**config.mk**
```make
export PLATFORM = sky130hd
export DESIGN_NAME = display_scan_ctrl
export DESIGN_NICKNAME = d
export VERILOG_FILES = /design/src/rtl/display_scan_ctrl.sv
export SDC_FILE = /design/constraint.sdc
export NUM_CORES = 1
export LEC_CHECK = 0
export BUFFER_PORTS_ARGS = -buffer_cell sky130_fd_sc_hd__buf_2
export CAP_MARGIN = 20
export CORE_ASPECT_RATIO = 1.25
export CORE_MARGIN = 3
export CORE_UTILIZATION = 30
export CTS_BUF_LIST = sky130_fd_sc_hd__clkbuf_8
export CTS_CLUSTER_DIAMETER = 80
export DETAILED_ROUTE_END_ITERATION = 7
export GPL_TIMING_DRIVEN = 0
export SLEW_MARGIN = 5
export SYNTH_ARGS = -nofsm -noshare
export SYNTH_HDL_FRONTEND = slang
export SYNTH_SLANG_ARGS = --single-unit
```
**constraint.sdc**
```tcl
create_clock -name clock -period 2.4 [get_ports clock]
set_input_delay 0 -clock clock [delete_from_list [all_inputs] [get_ports clock]]
set_output_delay 0 -clock clock [all_outputs]
set_load 0.01 [all_outputs]
```
**src/rtl/display_scan_ctrl.sv**
```systemverilog
// Four-digit multiplexed 7-segment scan controller with a double-buffered BCD frame.
// Optional build macro LEADING_ZERO_BLANK_EN suppresses leading zero digits in slots 3..1.
module display_scan_ctrl #(
  parameter int unsigned DWELL_CYCLES = 12500,
  parameter int unsigned BLANK_CYCLES = 500
) (
  input  logic        clock,
  input  logic        reset_n,
  input  logic [15:0] digit_data,
  input  logic [3:0]  digit_en,
  input  logic        load,
  output logic        load_ready,
  output logic [6:0]  segmentos,
  output logic [3:0]  displays,
  output logic        frame_start,
  output logic        state_dbg
);

  // Handshake: a frame transfers on a cycle where load and load_ready are both high;
  // load_ready drops the cycle after a transfer and returns the cycle after the commit.

  localparam int unsigned MAXC = (DWELL_CYCLES > BLANK_CYCLES) ? DWELL_CYCLES : BLANK_CYCLES;
  localparam int CW = (MAXC > 1) ? $clog2(MAXC) : 1;
  localparam logic [CW-1:0] DWELL_LAST = CW'(DWELL_CYCLES - 1);
  localparam logic [CW-1:0] BLANK_LAST = CW'(BLANK_CYCLES - 1);

  typedef enum logic {BLANK = 1'b0, DRIVE = 1'b1} state_t;

  state_t        state, state_nx;
  logic [1:0]    slot, slot_nx;
  logic [CW-1:0] cnt, cnt_nx;
  logic          commit;
  logic [15:0]   act_data, shd_data;
  logic [3:0]    act_en, shd_en;
  logic          pending;
  logic [3:0]    nibble;
  logic [3:0]    suppress;
  logic          show;
  logic [6:0]    seg_nx;
  logic [3:0]    dis_nx;
  logic          fs_nx;

  function automatic logic [6:0] decode(input logic [3:0] v);
    case (v)
      4'd0:    decode = 7'b0000001;
      4'd1:    decode = 7'b1001111;
      4'd2:    decode = 7'b0010010;
      4'd3:    decode = 7'b0000110;
      4'd4:    decode = 7'b1001100;
      4'd5:    decode = 7'b0100100;
      4'd6:    decode = 7'b0100000;
      4'd7:    decode = 7'b0001111;
      4'd8:    decode = 7'b0000000;
      4'd9:    decode = 7'b0000100;
      default: decode = 7'b1111110;
    endcase
  endfunction

  always_comb begin
    state_nx = state;
    slot_nx  = slot;
    cnt_nx   = cnt + CW'(1);
    commit   = 1'b0;
    case (state)
      BLANK: begin
        if (cnt == BLANK_LAST) begin
          state_nx = DRIVE;
          cnt_nx   = '0;
        end
      end
      DRIVE: begin
        if (cnt == DWELL_LAST) begin
          state_nx = BLANK;
          cnt_nx   = '0;
          slot_nx  = slot + 2'd1;
          // Frame boundary: the only point where a new frame may become visible.
          commit   = pending && (slot == 2'd3);
        end
      end
      default: begin
        state_nx = BLANK;
        cnt_nx   = '0;
      end
    endcase
  end

`ifdef LEADING_ZERO_BLANK_EN
  logic zero_above;
  always_comb begin
    suppress   = '0;
    zero_above = 1'b1;
    // Walk down from slot 3; any enabled non-zero digit stops suppression below it.
    for (int k = 3; k >= 1; k--) begin
      suppress[k] = zero_above && (act_data[4*k +: 4] == 4'd0);
      if (act_en[k] && (act_data[4*k +: 4] != 4'd0)) zero_above = 1'b0;
    end
  end
`else
  assign suppress = '0;
`endif

  always_comb begin
    nibble = act_data[{slot, 2'b00} +: 4];
    show   = (state == DRIVE) && act_en[slot] && !suppress[slot];
    seg_nx = show ? decode(nibble) : 7'b1111111;
    dis_nx = show ? ~(4'b0001 << slot) : 4'b1111;
    fs_nx  = (state == BLANK) && (slot == 2'd0) && (cnt == '0);
  end

  always_ff @(posedge clock) begin
    if (!reset_n) begin
      state       <= BLANK;
      slot        <= '0;
      cnt         <= '0;
      act_data    <= '0;
      act_en      <= '0;
      shd_data    <= '0;
      shd_en      <= '0;
      pending     <= 1'b0;
      segmentos   <= 7'b1111111;
      displays    <= 4'b1111;
      frame_start <= 1'b0;
    end else begin
      state       <= state_nx;
      slot        <= slot_nx;
      cnt         <= cnt_nx;
      segmentos   <= seg_nx;
      displays    <= dis_nx;
      frame_start <= fs_nx;
      if (commit) begin
        act_data <= shd_data;
        act_en   <= shd_en;
        pending  <= 1'b0;
      end else if (load && !pending) begin
        shd_data <= digit_data;
        shd_en   <= digit_en;
        pending  <= 1'b1;
      end
    end
  end

  assign load_ready = ~pending;
  assign state_dbg  = (state == DRIVE);

endmodule
```
Word-level counts from Yosys, hierarchy flattened
Memory sizes are Yosys's and may differ from the RTL's. A register that Yosys moved wholly into a read port is not among the register bits.
Cells that the tools add are included.
{ "classes": {"n_bitwise": 5, "addsub": 2, "n_shift": 2, "muxes": 12, "eq_ne": 3, "reduce_logical": 15, "order_cmp": 1} }
{ "ops": {"columns": ["cell", "count"], "rows": [
  ["$mux W14", 2],
  ["$pmux W14 S2", 1],
  ["$shiftx A16 B5 Y4", 1],
  ["$add A14 B1 Y14 const B", 1],
  ["$eq A14 B14 Y1 const B", 1],
  ["$eq A14 B9 Y1 const B", 1],
  ["$logic_not A14 Y1", 1],
  ["$logic_and A1 B1 Y1", 6],
  ["$mux W1", 6],
  ["$reduce_and A2 Y1", 3],
  ["$bmux W1 S2", 2],
  ["$not A1 Y1", 4],
  ["$not A4 Y4", 1],
  ["$shl A1 B2 Y4 const A", 1],
  ["$logic_not A1 Y1", 3],
  ["$lt A2 B3 Y1 const B", 1],
  ["$add A2 B1 Y2 const B", 1],
  ["$eq A2 B2 Y1 const B", 1],
  ["$logic_not A2 Y1", 1],
  ["$pmux W1 S2", 1],
  ["$reduce_or A2 Y1", 1]
]} }
{ "word_totals": {"memories": 1, "mem_bits_ro": 112, "in_bits": 23, "register_bits": 63} }
{ "memory_table": {"columns": ["memory", "words", "word_bits", "rd", "rd_ports_with_merged_regs", "wr", "line", "text"], "rows": [
  ["(name not given)", 16, 7, 1, 1, 0, "44", "case (v)"]
]} }

Longest topological paths before layout
{ "logic_depth": {"word_depth": 6, "ltp_mapped": 7, "ltp_nobuf": 6} }

Worst setup path after synthesis
No wires, ideal clock.
{ "synth_path": {"path_kind": "flip-flop to flip-flop", "startpoint": "register slot[0]", "endpoint": "register segmentos[2]", "period_less_slack_ns": 1.751, "setup_slack_ns": 0.649, "stages_incl_launch_ff": 8, "n_path_buf": 1, "setup_ns": 0.133, "arrival_ns": 1.617, "required_time_ns": 2.267, "path_cell_list": "dfxtp_1 buf_4 mux4_2 inv_1 ha_1 a21oi_1 o21ai_0 nand2_1"} }
{ "synth_between": {"elab_chain_cells": 6, "word_cells_on_any_way": 10, "cone_classes": "1 x shift; 4 x mux; 5 x reduce/logical"} }
{ "synth_rtl": {"columns": ["element", "line", "text"], "rows": [
  ["from (decl)", "30", "logic [1:0] slot, slot_nx;"],
  ["from (signal assigned)", "125", "slot <= slot_nx;"],
  ["$bmux W1 S2", "104", "show = (state == DRIVE) && act_en[slot] && !suppress[slot];"],
  ["$mux W1 (not written as such)", "104", null],
  ["$logic_and A1 B1 Y1 / $logic_not A1 Y1 (equally long branches)", "104", null],
  ["$logic_and A1 B1 Y1", "104", null],
  ["$reduce_and A2 Y1 (no line)", null, null],
  ["$logic_not A1 Y1 (no line)", null, null],
  ["to (decl)", "13", "output logic [6:0] segmentos,"]
]} }
Several ways; a longest one is shown, not always the timed one. The select of a mux whose other input is x is not followed.
A chain may end at the register's enable or synchronous reset.

Final worst setup path
Same ends and word-level chain as after synthesis.

==> run metrics <==
grt total ovfl 0; Worst Setup EP segmentos[2]; ys flop type dfxtp_1; storage element area 1400 um^2; Routed WL per cell 11.6 um; Worst EP arrival 2.19 ns; Ys Warns 0; slowest stage cell, crit path mux4_2; fin. max-slew vios 0; worst setup margin 0.424 ns; crit path max fanout 10; Least-Margin Pin Slew 0.549 ns; count of input and output buffers 36; final period utilization 0.823; crit-path cells buf_4 > mux4_2 > inv_1 > ha_1 > a21oi_1 > o21ai_0 > nand2_1; IO Count 37; setup_tns 0 ns; fmax 506 MHz; max incr delay on CP 0.58 ns; CTS H-tree depth 3; Hold WC Path Type primary input to register; clock buffer depth 2; # DRC 0; die width 96.2 um; Final min period 1.98 ns; Area Growth Syn to Fin 25.2%; Pwr per Cell Area 627 nW/um^2; FF+latch count, synth 70; first-pass GRT wire length 10.1 mm; Post-Syn Instances 316; Post-Syn Area 3050 um^2; Leakage 1.56 nW; flop2flop setup slack 0.42 ns; die area 11400 um^2; outcome finished clean; Max Cap Viol 0; FF-to-FF Start slot[0]; setup violators final 0; post-DP HPWL 4.34 mm; CTS Buf Count 9; Core Box Area 9760 um^2; final setup skew 0.0116 ns; VDD IR max 250 uV; first-pass iteration count of the detailed router 5; worst skew pair latency 0.35 ns; Row Count 40; Routed WL 5.95 mm; Post-synth EDFFs 0; GRT Overall Usage 0.114; number of DRC markers in iteration 0 131; vias 2270; Worst setup startpoint slot[0]; ant diodes 0; Via density 4.42; crit path buf inv count 2; FFs w/ async S/R, synth 0; r2r worst-path depth 7; critical path class register to register; Routed Antenna Nets 0; Syn Nets 352; Die Height 119 um; Yosys cell types 33; post-layout util 0.392; vias in the first global route 2184; final hold violations 0; CP Data Required Time 2.61 ns; Seq/Total Area, Yosys 0.459; nature of the critical path endpoint register; initial antenna violation count 0; CTS tree yes; WP depth 7; FF-to-FF End segmentos[2]; RSZ-0062 raised after global routing false; CP top delay family multiplexers; global placer's final weighted congestion 0.818; Synth Area per Inst 9.67 um^2; Final nets 420; Initial Util 0.313; slew margin rel. 0.634; clock sinks 70; layout cells sized above 1 0.173; CP startpoint kind register; area of the multi-input gates 1530 um^2; Clock transition at path regs 0.07 ns; pre-CTS setup slack 0.405 ns; total power 0.00240 W; largest net degree at the start of global routing 13; clk root buf clkbuf_8; WHS Path Cells 4; Filler Cells Inserted 955
what timing repair did:
action | 4_1_cts | 5_1_grt
buffers inserted | 0 | 0
hold buffers | 21 | 0
resized for setup | 0 | 0
hold endpoints to repair | 21 | 0
cell usage after synthesis (2+ instances only):
cell type	count	area share
a21boi_0	21	0.052
a21oi_1	4	0.0066
and2_1	3	0.0061
and3_1	4	0.0082
and4_1	2	0.0057
buf_4	2	0.0049
buf_6	3	0.011
clkbuf_1	10	0.012
dfxtp_1	70	0.46
ha_1	13	0.053
inv_1	9	0.011
mux2_2	2	0.0074
mux2i_1	26	0.085
mux4_2	4	0.029
nand2_1	55	0.068
nand3_1	9	0.015
nand4_1	5	0.010
nor2_1	21	0.026
nor2b_1	22	0.045
nor3_1	3	0.0049
o21ai_0	5	0.0082
xnor2_1	7	0.020
xor2_1	6	0.017
sequential cells by signal, summed over array words and instances (netlist names):
signal       cells
act_data        16
act_en           4
cnt             14
frame_start      1
state_dbg        1
slot             2
pending          1
displays         4
shd_en           4
shd_data        16
segmentos        7
placed cells by master, fill, tap and decap left out, types with 10 or more instances in the layout:
cell type	Yosys	final
a21boi_0	21	21
buf_2	1	37
clkbuf_1	10	10
clkbuf_8	0	10
dfxtp_1	70	70
dlygate4sd3_1	0	21
ha_1	13	13
mux2i_1	26	26
nand2_1	55	55
nor2_1	21	21
nor2b_1	22	22
per-stage QoR:
stage	std cells	area (um^2)	hold slack [ns]
after CTS	514	3820	0.0710
after global routing	514	3820	0.116
after global placement	478	3390	0.253
final	514	3820	0.0972
after floorplan	316	3050	0.138
after detailed placement	478	3390	0.260
metal layers:
metal	up-vias	share of wire	global-route usage
met5	-	0	0
li1	1193	-	-
met2	43	0.46	0.171
met1	1026	0.48	0.147
met3	8	0.040	0.0360
met4	0	0.019	0.0534
worst min-delay path: stages:
cell	delay, ns
buf_2	0.12
o211ai_1	0.09
a21oi_1	0.12
nand2_1	0.08
power breakdown:
group / leakage (nW) / switching (W) / total [W] / internal (W)
clock: 0.105 / 0.000449 / 0.00106 / 0.000609
sequential: 0.568 / 0.0000172 / 0.00120 / 0.00119
combinational: 0.886 / 0.0000616 / 0.000135 / 0.0000731
total: 1.56 / 0.000528 / 0.00240 / 0.00187
cell type report:
class,instances,area share
Tap cell,126,0.0412
Inverter,9,0.00884
Multi-Input combinational cell,221,0.400
Timing Repair Buffer,57,0.102
Buffer,16,0.0239
Clock buffer,10,0.0360
Sequential cell,70,0.366
Clock inverter,5,0.0219
worst min path at each step:
stage,start,endpoint
2_1_floorplan,load,pending
3_3_place_gp,digit_data[5],shd_data[5]
3_5_place_dp,digit_en[0],shd_en[0]
4_1_cts,reset_n,segmentos[2]
5_1_grt,reset_n,segmentos[2]
6_report,reset_n,segmentos[2]
logic make-up (layout without fill, tap and decap cells):
logic type	after synthesis	in the layout	share of synthesized area
xor gates and xnor gates	13	13	0.0373
adders and majority gates	13	13	0.0533
buffers and inverters	25	97	0.0410
and+or+nand+nor	130	130	0.213
DFF	70	70	0.459
AOI/OAI and AO/OA	33	33	0.0746
muxes	32	32	0.122
(Power assumes the default switching activity.)
